<file path="config.mk">
export PLATFORM = sky130hd
export DESIGN_NAME = if_id_queue_flat
export DESIGN_NICKNAME = d
export VERILOG_FILES = /design/src/rtl/if_id_queue_if.sv /design/src/rtl/if_id_queue.sv /design/src/flat_wrapper.sv
export SDC_FILE = /design/constraint.sdc
export NUM_CORES = 1
export LEC_CHECK = 0
export BUFFER_PORTS_ARGS = -buffer_cell sky130_fd_sc_hd__buf_2
export CORE_MARGIN = 1.5
export CORE_UTILIZATION = 45
export DETAILED_ROUTE_END_ITERATION = 8
export GPL_ROUTABILITY_DRIVEN = 0
export HOLD_SLACK_MARGIN = 0.15
export PLACE_DENSITY = 0.71
export SYNTH_ARGS = -nofsm -noshare
export SYNTH_HDL_FRONTEND = slang
export SYNTH_SLANG_ARGS = --single-unit
</file>
<file path="constraint.sdc">
create_clock -name clk -period 2.16 [get_ports clk]
set_input_delay 0.108 -clock clk [delete_from_list [all_inputs] [get_ports clk]]
set_output_delay 0.108 -clock clk [all_outputs]
set_load 0.005 [all_outputs]
</file>
<file path="src/rtl/if_id_queue_if.sv">
// Fetch/decode handshake bundle for the IF/ID instruction queue.
interface if_id_queue_if #(parameter int WIDTH = 16);
  logic [WIDTH-1:0] instrF;
  logic [WIDTH-1:0] incPCF;
  logic             errF;
  logic             validF;
  logic             readyF;
  logic [WIDTH-1:0] instrD;
  logic [WIDTH-1:0] incPCD;
  logic             errD;
  logic             validD;
  logic             stallD;
  logic             flush;
  logic             halted;
  logic [1:0]       count;

  modport master (
    output instrF, incPCF, errF, validF, stallD, flush,
    input  readyF, instrD, incPCD, errD, validD, halted, count
  );

  modport slave (
    input  instrF, incPCF, errF, validF, stallD, flush,
    output readyF, instrD, incPCD, errD, validD, halted, count
  );
endinterface

</file>
<file path="src/rtl/if_id_queue.sv">
// Two-entry circular IF/ID buffer: absorbs decode stalls, drops on flush,
// feeds NOPs when empty and blocks fetch once a HALT has been issued.
module if_id_queue #(
  parameter int               WIDTH      = 16,
  parameter logic [WIDTH-1:0] NOP_INSTR  = 16'h0800,
  parameter logic [WIDTH-1:0] HALT_INSTR = 16'h0000
) (
  input logic        clk,
  input logic        rst,
  if_id_queue_if.slave q
);
  typedef struct packed {
    logic [WIDTH-1:0] instr;
    logic [WIDTH-1:0] pc;
    logic             err;
  } entry_t;

  entry_t     mem [2];
  logic       rd_ptr, wr_ptr;
  logic [1:0] cnt;
  logic       halted_q;
  logic       push, pop, head_vld;
  entry_t     head;

  // All outputs come from registered state only, so async reset shows at once.
  assign head_vld = (cnt != 2'd0);
  assign head     = mem[rd_ptr];
  assign q.readyF = (cnt != 2'd2) & ~halted_q;
  assign q.validD = head_vld;
  assign q.instrD = head_vld ? head.instr : NOP_INSTR;
  assign q.incPCD = head_vld ? head.pc    : '0;
  assign q.errD   = head_vld ? head.err   : 1'b0;
  assign q.halted = halted_q;
  assign q.count  = cnt;

  assign push = q.validF & q.readyF;
  assign pop  = head_vld & ~q.stallD & ~q.flush;

  always_ff @(posedge clk or posedge rst) begin
    if (rst) begin
      cnt      <= 2'd0;
      rd_ptr   <= 1'b0;
      wr_ptr   <= 1'b0;
      halted_q <= 1'b0;
      mem[0]   <= '0;
      mem[1]   <= '0;
    end else if (q.flush) begin
      cnt      <= 2'd0;
      rd_ptr   <= 1'b0;
      wr_ptr   <= 1'b0;
      halted_q <= 1'b0;
    end else begin
      if (push) begin
        mem[wr_ptr] <= '{instr: q.instrF, pc: q.incPCF, err: q.errF};
        wr_ptr      <= ~wr_ptr;
      end
      if (pop) begin
        rd_ptr <= ~rd_ptr;
        if (head.instr == HALT_INSTR) halted_q <= 1'b1;
      end
      case ({push, pop})
        2'b10:   cnt <= cnt + 2'd1;
        2'b01:   cnt <= cnt - 2'd1;
        default: cnt <= cnt;
      endcase
    end
  end
endmodule

</file>
<file path="src/flat_wrapper.sv">
// flat-port wrapper written by rule: the top's interface ports become plain ports
module if_id_queue_flat 
#(
  parameter int               WIDTH      = 16,
  parameter logic [WIDTH-1:0] NOP_INSTR  = 16'h0800,
  parameter logic [WIDTH-1:0] HALT_INSTR = 16'h0000
)
  (clk, rst, q_instrF, q_incPCF, q_errF, q_validF, q_stallD, q_flush, q_readyF, q_instrD, q_incPCD, q_errD, q_validD, q_halted, q_count);
  if_id_queue_if #(.WIDTH(WIDTH)) q_i ();
  input logic clk;
  input logic rst;
  input wire logic [$bits(q_i.instrF)-1:0] q_instrF;
  input wire logic [$bits(q_i.incPCF)-1:0] q_incPCF;
  input wire logic [$bits(q_i.errF)-1:0] q_errF;
  input wire logic [$bits(q_i.validF)-1:0] q_validF;
  input wire logic [$bits(q_i.stallD)-1:0] q_stallD;
  input wire logic [$bits(q_i.flush)-1:0] q_flush;
  output wire logic [$bits(q_i.readyF)-1:0] q_readyF;
  output wire logic [$bits(q_i.instrD)-1:0] q_instrD;
  output wire logic [$bits(q_i.incPCD)-1:0] q_incPCD;
  output wire logic [$bits(q_i.errD)-1:0] q_errD;
  output wire logic [$bits(q_i.validD)-1:0] q_validD;
  output wire logic [$bits(q_i.halted)-1:0] q_halted;
  output wire logic [$bits(q_i.count)-1:0] q_count;
  assign q_i.instrF = q_instrF;
  assign q_i.incPCF = q_incPCF;
  assign q_i.errF = q_errF;
  assign q_i.validF = q_validF;
  assign q_i.stallD = q_stallD;
  assign q_i.flush = q_flush;
  assign q_readyF = q_i.readyF;
  assign q_instrD = q_i.instrD;
  assign q_incPCD = q_i.incPCD;
  assign q_errD = q_i.errD;
  assign q_validD = q_i.validD;
  assign q_halted = q_i.halted;
  assign q_count = q_i.count;
  if_id_queue #(.WIDTH(WIDTH), .NOP_INSTR(NOP_INSTR), .HALT_INSTR(HALT_INSTR)) u_core (.clk(clk), .rst(rst), .q(q_i));
endmodule
</file>
==> metrics.md <==
| Metric | Value |
|---|---|
| Final TNS setup | 0 ps |
| Worst hold-check path type | in2reg |
| Final worst-path cycle share | 83.8% |
| Register area share after synthesis | 50.5% |
| Cells along the critical path | nor2b_4, nor4b_4, and2b_2, buf_12, mux2_2 |
| Number of routed nets with antenna violations | 0 |
| Hold Vio Cnt, Final | 0 |
| Max Fclk | 0.552 GHz |
| Diode count | 0 |
| First-pass GRT wire length | 12.2 mm |
| Clock Root Buffer | clkbuf_8 |
| Number of global-route vias before repair | 2577 |
| Pre-antenna DRT Iters | 4 |
| Placed Instance Area | 3980 um^2 |
| Initial antenna violation count | 0 |
| # clock sinks | 71 |
| VDD IR-drop max | 0.000467 V |
| Design area | 4510 um^2 |
| RSZ-0062 raised after global routing | false |
| CTS Buffer Depth | 2 |
| Layout area overhead | 28.2% |
| Syn avg cell area | 13.3 um^2 |
| Area of the multi-input gates | 1600 um^2 |
| Die Wd | 91.4 um |
| Most frequent cells in the layout | 75 x buf_2, 70 x dfrtp_1, 41 x nor2_1 |
| Critical path arrival | 2030 ps |
| Vias per std cell | 4.93 |
| Warnings, synthesis | 0 |
| Ratio of cells with drive above 1 in the final layout | 45.2% |
| Post-synthesis sequential element count | 71 |
| Max Cap Violations | 0 |
| Vias | 2409 |
| Flop-to-flop setup slack | 350 ps |
| Routed WL per cell | 14.9 um |
| Switching share of power | 29.4% |
| Logic pwr share | 26.0% |
| TritonCTS clock tree | yes |
| Fill count | 653 |
| Worst Clk Skew | 13.3 ps |
| Initial DRC count | 75 |
| Switch Pwr | 1.16 mW |
| IO Count | 76 |
| Cts bufs inserted | 9 |
| Die outline height | 91.4 um |
| Crit start category | flop |
| Row count | 32 |
| Final hold slack | 243 ps |
| Final std cells w/o fill | 489 |
| Core ar. | 7650 um^2 |
| Final nets | 420 |
| Slowest-stage cell, CP | dfrtp_1 |
| DP Cell Count | 437 |
| Routed wire length | 7.29 mm |
| Leakage power | 2.09 nW |
| Crit Path Max Fanout | 23 |
| Status | finished, final reports clean |
| Most common cell after layout, fill and taps aside | buf_2 |
| Worst-path clk slew | 80 ps |
| Crit path kind | reg2reg |
| Clock share of power | 23.8% |
| Synth Instances | 265 |
| Grt ovf | 0 |
| Sequential fraction of design power | 50.2% |
| Final setup viols | 0 |
| Die Area | 8360 um^2 |
| Clk_lat worst skew | 340 ps |
| Largest net degree at the start of global routing | 37 |
| Slew at the pin with the worst max-slew slack | 575 ps |
| Worst slew margin | 61.6% |
| Starting density of the core | 46.0% |
| CP Data Required Time | 2380 ps |
| Post-Syn Nets | 303 |
| Sequential cell area | 1780 um^2 |
| Critical Path End Type | flop |
| I/O Buffers | 75 |
| Worst path buffer plus inverter count | 1 |
| GRT Overall Usage | 18.5% |
| DRC Markers | 0 |
| Family with the most delay on the worst path | simple AND/OR/NAND/NOR gates |
| Post-CTS setup buffer count | 0 |
| Mapped cell area | 3520 um^2 |
| Fin crit period | 1810 ps |
| Detailed placer's ending HPWL | 4.82 mm |
| Slowest stage delay, CP | 460 ps |
| Synth cell types | 28 |
| Power density cells | 872 nW/um^2 |
| Int Power | 2.78 mW |
| Post_cts resized | 0 |
| Hold_buf cts | 36 |
| H-tree depth | 3 |
| Fin. max-slew vios | 0 |
[final timing paths]
check	start	to	cells after the start
worst max-delay path	u_core.q.count[1]	u_core.mem[48]	5
worst min-delay path	q_validF	u_core.wr_ptr	4
worst max register to register	u_core.q.count[1]	u_core.mem[48]	5
worst min register to register	u_core.mem[1]	u_core.mem[1]	1
max in group asynchronous	rst	u_core.mem[51]	4
min in group asynchronous	rst	u_core.mem[41]	3
[registers in the layout, summed over array words and instances (netlist names)]
signal           flops
u_core.q.count       2
u_core.wr_ptr        1
u_core.rd_ptr        1
u_core.mem          66
u_core.q.halted      1
[power groups by stage]
| stage | Sequential [mW] | Clock (mW) | Combinational [mW] |
|---|---|---|---|
| detailed placement | 2.00 | 0 | 0.982 |
| global route | 2.02 | 1.01 | 1.13 |
| floorplan | 1.91 | 0 | 0.769 |
| CTS | 1.98 | 0.969 | 1.04 |
| finish | 1.98 | 0.935 | 1.02 |
| global placement | 1.98 | 0 | 0.952 |
[layer usage]
layer  routed length, um  GRT usage (%)  share of wire [%]
met3                 291           3.69                4.0
met4                  86           7.29                1.2
met5                   0              0                  0
met1                3310           23.2                 45
met2                3600           31.2                 49
[cells in the mapped netlist]
master	count	area, um^2
nor3b_1	1	7.51
nand2b_1	3	18.8
inv_1	4	15.0
o41ai_1	1	8.76
mux2i_1	34	340
a21oi_1	3	15.0
nor4_1	4	25.0
xnor2_1	1	8.76
o21ai_0	2	10.0
o211ai_1	1	7.51
nand2_2	1	6.26
nor2_1	42	158
a22oi_1	4	30.0
nor4b_4	1	23.8
or3_1	1	6.26
and2b_1	1	7.51
dfrtp_1	71	1780
clkbuf_1	4	15.0
nor3_1	4	20.0
buf_2	4	20.0
or4_1	1	7.51
mux2_4	30	450
nand2_1	2	7.51
buf_6	4	45.0
nor2b_4	1	13.8
buf_12	3	60.1
mux2_2	36	405
or3b_2	1	8.76
[layout make-up]
type	count	share of cell area, %
inverters	4	0.333
multi-input cells	175	35.4
well taps	102	2.83
repair buffers	121	18.2
flip-flops and latches	71	39.4
clock inverters	7	1.08
clock buffers	9	2.75
[worst min-delay path: cells and delay by family]
kind	cells	cell delay, ps
xor gates and xnor gates	1	130
buffers and inverters	1	120
and+or+nand+nor	2	190
[per-stage QoR]
| stage | total power, mW | util (%) | setup WS (ps) |
|---|---|---|---|
| after global placement | 2.93 | 52.0 | 421 |
| after global routing | 4.17 | 59.0 | 260 |
| after floorplan | 2.68 | - | 255 |
| after CTS | 3.98 | 59.0 | 333 |
| after detailed placement | 2.98 | 52.0 | 363 |
| final | 3.93 | 59.0 | 350 |
[cells by family after synthesis]
kind of cell / Yosys count / synth area share, %
mux: 100 / 34.0
flops: 71 / 50.5
simple gates: 63 / 8.82
buf+inv: 19 / 4.41
compound gates: 11 / 2.03
xor+xnor: 1 / 0.249
(Power assumes the default switching activity.)
